<file path="config.mk">
export PLATFORM = sky130hd
export DESIGN_NAME = reaction_lcd_writer_flat
export DESIGN_NICKNAME = d
export VERILOG_FILES = /design/src/rtl/reaction_lcd_writer_if.sv /design/src/rtl/reaction_lcd_writer.sv /design/src/flat_wrapper.sv
export SDC_FILE = /design/constraint.sdc
export NUM_CORES = 1
export LEC_CHECK = 0
export ABC_CLOCK_PERIOD_IN_PS = 5000
export CELL_PAD_IN_SITES_DETAIL_PLACEMENT = 1
export CELL_PAD_IN_SITES_GLOBAL_PLACEMENT = 1
export CORE_AREA = 8 8 135 137
export DETAILED_ROUTE_END_ITERATION = 10
export DIE_AREA = 0 0 143 145
export PLACE_DENSITY = 0.72
export SYNTH_ARGS = -nofsm -noshare
export SYNTH_HDL_FRONTEND = slang
export SYNTH_SLANG_ARGS = --single-unit
</file>
<file path="constraint.sdc">
create_clock -name clk -period 5 [get_ports clk]
set_input_delay 0.5 -clock clk [delete_from_list [all_inputs] [get_ports clk]]
set_output_delay 0.5 -clock clk [all_outputs]
set_load 0.05 [all_outputs]
</file>
<file path="src/rtl/reaction_lcd_writer_if.sv">
// Strobe/status and LCD pin bundle between the reaction timer and its display writer.
// master: the side supplying time_in/time_valid; slave: the writer driving the LCD pins.
interface reaction_lcd_writer_if;
    logic [15:0] time_in;
    logic        time_valid;
    logic        busy;
    logic        init_done;
    logic [7:0]  lcd_data;
    logic        lcd_rs;
    logic        lcd_en;

    modport master (
        output time_in, time_valid,
        input  busy, init_done, lcd_data, lcd_rs, lcd_en
    );

    modport slave (
        input  time_in, time_valid,
        output busy, init_done, lcd_data, lcd_rs, lcd_en
    );
endinterface

</file>
<file path="src/rtl/reaction_lcd_writer.sv">
// HD44780 8-bit init, 16-bit binary-to-BCD conversion and line-1 writer for the reaction timer.
// Optional build macro LCD_UNITS_EN appends " ms" after the units digit.
module reaction_lcd_writer #(
    parameter int unsigned CLOCK_FREQ     = 50000000,
    parameter int unsigned POWERUP_CYCLES = 750000,
    parameter int unsigned EN_CYCLES      = 25,
    parameter int unsigned CMD_WAIT       = 2500,
    parameter int unsigned CLR_WAIT       = 82000
) (
    input  logic                 clk,
    input  logic                 reset,
    reaction_lcd_writer_if.slave bus
);
    localparam int unsigned MAX_A = (POWERUP_CYCLES > CLR_WAIT) ? POWERUP_CYCLES : CLR_WAIT;
    localparam int unsigned MAX_B = (CMD_WAIT > EN_CYCLES) ? CMD_WAIT : EN_CYCLES;
    localparam int unsigned MAX_C = (MAX_A > MAX_B) ? MAX_A : MAX_B;
    localparam int unsigned CW    = (MAX_C > 16) ? $clog2(MAX_C) : 4;

    localparam logic [CW-1:0] PU_LAST   = CW'(POWERUP_CYCLES - 1);
    localparam logic [CW-1:0] EN_LAST   = CW'(EN_CYCLES - 1);
    localparam logic [CW-1:0] CMD_LAST  = CW'(CMD_WAIT - 1);
    localparam logic [CW-1:0] CLR_LAST  = CW'(CLR_WAIT - 1);
    localparam logic [CW-1:0] CONV_LAST = CW'(15);

`ifdef LCD_UNITS_EN
    localparam logic [3:0] WR_LAST = 4'd8;
`else
    localparam logic [3:0] WR_LAST = 4'd5;
`endif

    if (CLOCK_FREQ == 0 || POWERUP_CYCLES == 0 || EN_CYCLES == 0 ||
        CMD_WAIT == 0 || CLR_WAIT == 0) begin : g_bad_cfg
        $error("reaction_lcd_writer: timing parameters must be non-zero");
    end

    typedef enum logic [2:0] {ST_POWER_UP, ST_INIT, ST_IDLE, ST_CONVERT, ST_WRITE} state_t;
    typedef enum logic [1:0] {PH_SETUP, PH_EN, PH_WAIT} phase_t;

    state_t        state_q, state_d;
    phase_t        phase_q, phase_d;
    logic [CW-1:0] cnt_q, cnt_d;
    logic [3:0]    idx_q, idx_d;
    logic [7:0]    data_q, data_d;
    logic          rs_q, rs_d;
    logic          en_q, en_d;
    logic          init_done_q, init_done_d;
    logic          pend_q, pend_d;
    logic [15:0]   pend_val_q, pend_val_d;
    logic [15:0]   bin_q, bin_d;
    logic [19:0]   bcd_q, bcd_d;

    logic [7:0]    chars [0:4];
    logic [3:0]    digit;
    logic          lead;
    logic [3:0]    nxt_idx;
    logic [7:0]    nxt_byte;
    logic [CW-1:0] wait_last;
    logic [19:0]   bcd_adj;

    // Leading-zero blanking: a digit is a space while every digit above it is zero.
    always_comb begin
        lead  = 1'b1;
        digit = '0;
        for (int unsigned i = 0; i < 5; i++) begin
            digit = bcd_q[19 - 4*i -: 4];
            if (digit != 4'd0 || i == 4) lead = 1'b0;
            chars[i] = lead ? 8'h20 : {4'h3, digit};
        end
    end

    always_comb begin
        nxt_idx  = idx_q + 4'd1;
        nxt_byte = 8'h20;
        if (state_q == ST_INIT) begin
            case (nxt_idx)
                4'd1:    nxt_byte = 8'h0C;
                4'd2:    nxt_byte = 8'h01;
                4'd3:    nxt_byte = 8'h06;
                default: nxt_byte = 8'h38;
            endcase
        end else begin
            case (nxt_idx)
                4'd1:    nxt_byte = chars[0];
                4'd2:    nxt_byte = chars[1];
                4'd3:    nxt_byte = chars[2];
                4'd4:    nxt_byte = chars[3];
                4'd5:    nxt_byte = chars[4];
`ifdef LCD_UNITS_EN
                4'd6:    nxt_byte = 8'h20;
                4'd7:    nxt_byte = 8'h6D;
                4'd8:    nxt_byte = 8'h73;
`endif
                default: nxt_byte = 8'h20;
            endcase
        end
        wait_last = (state_q == ST_INIT && idx_q == 4'd2) ? CLR_LAST : CMD_LAST;
    end

    always_comb begin
        bcd_adj = bcd_q;
        for (int unsigned i = 0; i < 5; i++) begin
            if (bcd_adj[4*i +: 4] >= 4'd5) bcd_adj[4*i +: 4] = bcd_adj[4*i +: 4] + 4'd3;
        end
    end

    always_comb begin
        state_d     = state_q;
        phase_d     = phase_q;
        cnt_d       = cnt_q;
        idx_d       = idx_q;
        data_d      = data_q;
        rs_d        = rs_q;
        en_d        = en_q;
        init_done_d = init_done_q;
        pend_d      = pend_q;
        pend_val_d  = pend_val_q;
        bin_d       = bin_q;
        bcd_d       = bcd_q;

        if (bus.time_valid && state_q != ST_IDLE) begin
            pend_d     = 1'b1;
            pend_val_d = bus.time_in;
        end

        case (state_q)
            ST_POWER_UP: begin
                if (cnt_q == PU_LAST) begin
                    state_d = ST_INIT;
                    phase_d = PH_SETUP;
                    cnt_d   = '0;
                    idx_d   = '0;
                    data_d  = 8'h38;
                    rs_d    = 1'b0;
                end else begin
                    cnt_d = cnt_q + 1'b1;
                end
            end
            ST_INIT, ST_WRITE: begin
                case (phase_q)
                    PH_SETUP: begin
                        en_d    = 1'b1;
                        phase_d = PH_EN;
                        cnt_d   = '0;
                    end
                    PH_EN: begin
                        if (cnt_q == EN_LAST) begin
                            en_d    = 1'b0;
                            phase_d = PH_WAIT;
                            cnt_d   = '0;
                        end else begin
                            cnt_d = cnt_q + 1'b1;
                        end
                    end
                    default: begin
                        if (cnt_q != wait_last) begin
                            cnt_d = cnt_q + 1'b1;
                        end else if (idx_q != ((state_q == ST_INIT) ? 4'd3 : WR_LAST)) begin
                            cnt_d   = '0;
                            idx_d   = nxt_idx;
                            data_d  = nxt_byte;
                            rs_d    = (state_q == ST_WRITE);
                            phase_d = PH_SETUP;
                        end else begin
                            // Sequence finished: a strobe this cycle or a held one goes
                            // straight to CONVERT so busy never dips low in between.
                            cnt_d = '0;
                            bcd_d = '0;
                            if (state_q == ST_INIT) init_done_d = 1'b1;
                            if (bus.time_valid) begin
                                bin_d   = bus.time_in;
                                pend_d  = 1'b0;
                                state_d = ST_CONVERT;
                            end else if (pend_q) begin
                                bin_d   = pend_val_q;
                                pend_d  = 1'b0;
                                state_d = ST_CONVERT;
                            end else begin
                                state_d = ST_IDLE;
                            end
                        end
                    end
                endcase
            end
            ST_IDLE: begin
                if (bus.time_valid) begin
                    bin_d   = bus.time_in;
                    bcd_d   = '0;
                    cnt_d   = '0;
                    state_d = ST_CONVERT;
                end
            end
            ST_CONVERT: begin
                {bcd_d, bin_d} = {bcd_adj[18:0], bin_q, 1'b0};
                if (cnt_q == CONV_LAST) begin
                    state_d = ST_WRITE;
                    phase_d = PH_SETUP;
                    cnt_d   = '0;
                    idx_d   = '0;
                    data_d  = 8'h80;
                    rs_d    = 1'b0;
                end else begin
                    cnt_d = cnt_q + 1'b1;
                end
            end
            default: state_d = ST_POWER_UP;
        endcase
    end

    always_ff @(posedge clk or posedge reset) begin
        if (reset) begin
            state_q     <= ST_POWER_UP;
            phase_q     <= PH_SETUP;
            cnt_q       <= '0;
            idx_q       <= '0;
            data_q      <= '0;
            rs_q        <= 1'b0;
            en_q        <= 1'b0;
            init_done_q <= 1'b0;
            pend_q      <= 1'b0;
            pend_val_q  <= '0;
            bin_q       <= '0;
            bcd_q       <= '0;
        end else begin
            state_q     <= state_d;
            phase_q     <= phase_d;
            cnt_q       <= cnt_d;
            idx_q       <= idx_d;
            data_q      <= data_d;
            rs_q        <= rs_d;
            en_q        <= en_d;
            init_done_q <= init_done_d;
            pend_q      <= pend_d;
            pend_val_q  <= pend_val_d;
            bin_q       <= bin_d;
            bcd_q       <= bcd_d;
        end
    end

    assign bus.busy      = (state_q != ST_IDLE);
    assign bus.init_done = init_done_q;
    assign bus.lcd_data  = data_q;
    assign bus.lcd_rs    = rs_q;
    assign bus.lcd_en    = en_q;
endmodule

</file>
<file path="src/flat_wrapper.sv">
// flat-port wrapper written by rule: the top's interface ports become plain ports
module reaction_lcd_writer_flat 
#(
    parameter int unsigned CLOCK_FREQ     = 50000000,
    parameter int unsigned POWERUP_CYCLES = 750000,
    parameter int unsigned EN_CYCLES      = 25,
    parameter int unsigned CMD_WAIT       = 2500,
    parameter int unsigned CLR_WAIT       = 82000
)
  (clk, reset, bus_time_in, bus_time_valid, bus_busy, bus_init_done, bus_lcd_data, bus_lcd_rs, bus_lcd_en);
  reaction_lcd_writer_if bus_i ();
  input  logic clk;
  input  logic reset;
  input wire logic [$bits(bus_i.time_in)-1:0] bus_time_in;
  input wire logic [$bits(bus_i.time_valid)-1:0] bus_time_valid;
  output wire logic [$bits(bus_i.busy)-1:0] bus_busy;
  output wire logic [$bits(bus_i.init_done)-1:0] bus_init_done;
  output wire logic [$bits(bus_i.lcd_data)-1:0] bus_lcd_data;
  output wire logic [$bits(bus_i.lcd_rs)-1:0] bus_lcd_rs;
  output wire logic [$bits(bus_i.lcd_en)-1:0] bus_lcd_en;
  assign bus_i.time_in = bus_time_in;
  assign bus_i.time_valid = bus_time_valid;
  assign bus_busy = bus_i.busy;
  assign bus_init_done = bus_i.init_done;
  assign bus_lcd_data = bus_i.lcd_data;
  assign bus_lcd_rs = bus_i.lcd_rs;
  assign bus_lcd_en = bus_i.lcd_en;
  reaction_lcd_writer #(.CLOCK_FREQ(CLOCK_FREQ), .POWERUP_CYCLES(POWERUP_CYCLES), .EN_CYCLES(EN_CYCLES), .CMD_WAIT(CMD_WAIT), .CLR_WAIT(CLR_WAIT)) u_core (.clk(clk), .reset(reset), .bus(bus_i));
endmodule
</file>
# [After elaboration in Yosys (flattened, before gate mapping)]
# Index checks and enable logic that the tools add are counted.
[word_totals] reg_bits=93 latchBits=0 mem_bits_rw=0 rom_bits=0 in_bits=19 out_inout_bits=12 elab_cells=157 n_memories=0
[op_classes] add_sub_neg=7 mul=0 div_mod_pow=0 magnitude_cmp=5 n_eq_ne=29 shift=0 mux=79 n_bitwise=3 n_reduce_logical=22
[ops] cell="20-bit 2-to-1 mux" count=8
[ops] cell="16-bit 2-to-1 mux" count=6
[ops] cell="20-bit one-hot mux with 4 select lines" count=1
[ops] cell="20-bit one-hot mux with 3 select lines" count=1
[ops] cell="8-bit 2-to-1 mux" count=6
[ops] cell="16-bit one-hot mux with 3 select lines" count=1
[ops] cell="20-bit one-hot mux with 2 select lines" count=1
[ops] cell="8-bit one-hot mux with 5 select lines" count=1
[ops] cell="4-bit 2-to-1 mux" count=9
[ops] cell="3-bit 2-to-1 mux" count=9
[ops] cell="8-bit one-hot mux with 3 select lines" count=1
[ops] cell="6-bit AND reduction" count=4
[ops] cell="20-bit by 1-bit adder with 20-bit output, second input constant" count=1
[ops] cell="20-bit == test, second input constant" count=1
[ops] cell="20-bit by 4-bit == test with 1-bit output, second input constant" count=1
[ops] cell="20-bit by 5-bit == test with 1-bit output, second input constant" count=1
[ops] cell="4-bit by 3-bit greater-or-equal comparator with 1-bit output, second input constant" count=5
[ops] cell="5-bit 2-to-1 mux" count=4
[ops] cell="20-bit inequality test" count=1
[ops] cell="4-bit nonzero test" count=5
[ops] cell="1-bit 2-to-1 mux" count=18
[ops] cell="6-bit one-hot mux with 3 select lines" count=1
[ops] cell="17-bit 2-to-1 mux" count=1
[ops] cell="4-bit by 2-bit adder with 4-bit output, second input constant" count=4
[ops] cell="other kinds (32)" count=54

# [Depth between registers and ports, before layout]
[depth] ltp_word=12 depth_mapped=11 ltp_nobuf=8

# [Least setup slack after synthesis]
# No wires, ideal clock.
[synth_timing] path_kind="reg2reg" start="register u_core.idx_q[0]" end="register u_core.bin_q[0]" setup_time_ps=125 t_arrival_ps=2592 t_required_ps=4875 setup_slack_ps=2283 path_stages_with_launch=12 n_path_buf=3 period_less_slack_ps=2717 cell_sequence="dfrtp_1 > inv_1 > ha_1 > buf_4 > or3b_1 > nand4bb_4 > a211oi_4 > a21oi_2 > a21o_1 > buf_6 > buf_6 > mux2_4"
[synth_between] elab_chain_cells=6 word_cells_on_any_way=8 classes_between="5 x eq/ne; 1 x mux; 2 x reduce/logical"
[synth_rtl] item="from (decl)" line_no="reaction_lcd_writer.sv:42" source="logic [3:0] idx_q, idx_d;"
[synth_rtl] item="from (signal assigned)" line_no="reaction_lcd_writer.sv:227" source="idx_q <= idx_d;"
[synth_rtl] item="4-bit by 2-bit == test with 1-bit output" line_no="reaction_lcd_writer.sv:96" source="wait_last = (state_q == ST_INIT && idx_q == 4'd2) ? CLR_LAST : CMD_LAST;"
[synth_rtl] item="1-bit logical AND" line_no="reaction_lcd_writer.sv:96"
[synth_rtl] item="17-bit 2-to-1 mux" line_no="reaction_lcd_writer.sv:96"
[synth_rtl] item="20-bit inequality test" line_no="reaction_lcd_writer.sv:155" source="if (cnt_q != wait_last) begin"
[synth_rtl] item="2-bit inequality test (no line)"
[synth_rtl] item="6-bit AND reduction (no line) *"
[synth_rtl] item="to (signal assigned)" line_no="reaction_lcd_writer.sv:234" source="bin_q <= bin_d;"
[synth_rtl] item="to (decl)" line_no="reaction_lcd_writer.sv:49" source="logic [15:0] bin_q, bin_d;"
# Every way passes the cells marked *; elsewhere a longest branch is shown, timed or not.
# A chain may end at the register's enable or synchronous reset.

# [Final worst setup path]
[layout_timing] start="register u_core.idx_q[0]" end="register u_core.bin_q[14]"
# Same word-level chain as after synthesis.

==> qor.csv <==
metric;value;unit
Crit-path slowest cell;a21o_1;
fmax;272.7;MHz
initial core utilization;34.00;%
GPL Wtd Cong;0.8315;
syn avg cell area;8.956;um^2
Pre-antenna DRT Iters;4;
Vias/cell;5.496;
PwrDens;399.8;mW/mm^2
fraction of registers with async set/reset;100.0;%
Post-Synthesis Cells;614;
synth warn;0;
first-pass GRT wire length;25140;um
HP Start;u_core.pend_val_q[8];
CP Cell Sequence;inv_1, ha_1, or3b_1, o211ai_1, a211oi_4, a21oi_2, buf_4, a21o_1, mux2_2;
Root Driver;clkbuf_16;
drt total wl;14500;um
Cell Area, Synth;0.005499;mm^2
per-cell routed wire length;16.99;um
ANT cells;0;
Top delay family on crit path;compound AO/OA/AOI/OAI gates;
Reg clk slew, reported paths;80;ps
# hold bufs at CTS;0;
CP Max Fanout;21;
via count;4688;
r2r startpoint;u_core.idx_q[0];
setup TNS;0;ps
antenna-violating nets left;0;
Distinct cells, synth;67;
Synth Net Count;653;
maximum VDD drop;0.2495;mV
P&R area growth vs syn;13.79;%
setup bufs post-CTS;0;
FF+latch count, synth;92;
CTS Buffer Depth;2;
FF-to-FF path depth;9;
post-synthesis sequential area ratio;41.87;%
placeable core area;0.01617;mm^2
Tmin final;3667;ps
MaxCap Viol Count;0;
endpoints failing hold;0;
Worst Hold Path Cells;2;
final setup fails;0;
CTS Sinks;92;
slew margin rel.;18.52;%
TritonCTS Buffers;9;
startpoint types;flip-flop;
H-Tree Depth;3;
TritonCTS clock tree;built;
largest net degree at the start of global routing;54;
commonest non-fill, non-tap cells in the layout;92 x dfrtp_1, 65 x o21ai_0, 60 x nand2_1, 42 x a21oi_1, 41 x nor2_1;
IO Pins;31;
P_leak;2.638;nW
worst-skew pair later-pin latency;360;ps
Post-synth EDFFs;0;
pins over their slew limit;0;
WP buf/inv;2;
outcome;completed;
Worst Hold Class;reg -> reg;
RSZ-0062 raised after global routing;no;
initial antenna violation count;0;
post-cts gate resize count;0;
GR Util All Layers;14.68;%
Top FF cell, synth;dfrtp_1;
commonest non-fill, non-tap cell in the layout;dfrtp_1;
Worst EP required;5250;ps
Final period util;73.34;%
Site Rows;47;
Worst path depth;9;
transition time of the tightest slew-check pin;1219;ps
die area;0.02074;mm^2
Die Wd;143;um
Crit path largest cell delay;650;ps
skew final;14.58;ps
gr ovfl total;0;
CP Class;reg -> reg;
Critical Path AT;3910;ps
Post-DP HPWL;10240;um
vias in the first global route;4986;
Design Power;2.502;mW
layout cell share with drive strength beyond 1;8.215;%
Critical path origin;u_core.idx_q[0];
CP Capture Type;flip-flop;
Final Net Count;667;
Die Y;145;um
DRT iter0 DRCs;314;
DRC Markers;0;
IO buf count;29;
==> power by group <==
group,leakage [nW],switching [mW],internal [mW]
logic,1.29,0.421,0.310
registers,1.20,0.142,0.907
clock network,0.150,0.324,0.398
==> logic make-up after synthesis <==
| kind of cell | Yosys count | share of synthesized area (%) |
|---|---|---|
| AO/OA/AOI/OAI | 181 | 20.48 |
| adder cells (fa/ha/maj) | 20 | 4.551 |
| flip-flops | 92 | 41.87 |
| AND/OR/NAND/NOR | 215 | 20.55 |
| other | 1 | 0.06819 |
| buffers and inverters | 71 | 5.506 |
| multiplexers | 21 | 4.915 |
| XOR/XNOR | 13 | 2.071 |
==> flip-flops by register name (all words and copies together), names as in the netlist <==
signal                flops
u_core.bus.lcd_en         1
u_core.phase_q            2
u_core.idx_q              4
u_core.pend_val_q        16
u_core.bcd_q             20
u_core.state_q            3
u_core.bus.init_done      1
u_core.bus.lcd_data       7
u_core.cnt_q             20
u_core.bus.lcd_rs         1
u_core.pend_q             1
u_core.bin_q             16
==> tightest hold or removal path, stage by stage (launching register included) <==
cell	delay [ps]
dfrtp_1	350
nand2_1	50
o21ai_0	60
==> final timing paths <==
kind,endpoint,slack (ps)
max,u_core.bin_q[14],1330
min,u_core.pend_val_q[8],490
max reg2reg,u_core.bin_q[14],1330
min reg2reg,u_core.pend_val_q[8],490
max in group asynchronous,u_core.idx_q[2],3300
min in group asynchronous,u_core.pend_val_q[11],630
==> final cells by class <==
class / count / area, um^2
clock buffer: 10 / 229.0
clock inverter: 6 / 81.33
fill: 1909 / 9915
inverter: 41 / 155.1
multi-input combinational: 451 / 2894
sequential: 92 / 2302
tap: 220 / 275.3
timing repair buffer: 33 / 320.3
==> cells in the mapped netlist, types with 9 or more instances <==
library cell  number  share of area (%)
inv_1             41                2.8
o21ai_0           65                5.9
nor2_1            41                2.8
nand2_1           60                4.1
a21oi_1           42                3.8
nor3_1            24                2.2
mux2_4            10                2.7
dfrtp_1           92                 42
o22ai_1           22                2.5
nand2b_1           9                1.0
nand4_1           12                1.4
xnor2_1           12                1.9
nand3_1           21                1.9
clkbuf_1          22                1.5
ha_1              20                4.6
==> metal layers <==
layer  share of wire, %  global-route usage [%]
met1                 46                   18.30
met2                 50                   24.86
met3                2.5                   2.657
met4                1.6                   4.891
met5                  0                       0
==> metrics by stage <==
stage                     worst slack (ps)  hold slack, ps  cells  area, um^2  utilization (%)
after floorplan                       2108           450.6    614        5499                -
after global placement                1543           464.1    837        5947            36.77
after detailed placement              1366           478.7    837        5947            36.77
after CTS                             1337           496.8    853        6257            38.69
after global routing                  1128           518.0    853        6257            38.69
final                                 1333           493.2    853        6257            38.69
No activity file was read; power rests on OpenSTA's default activity.
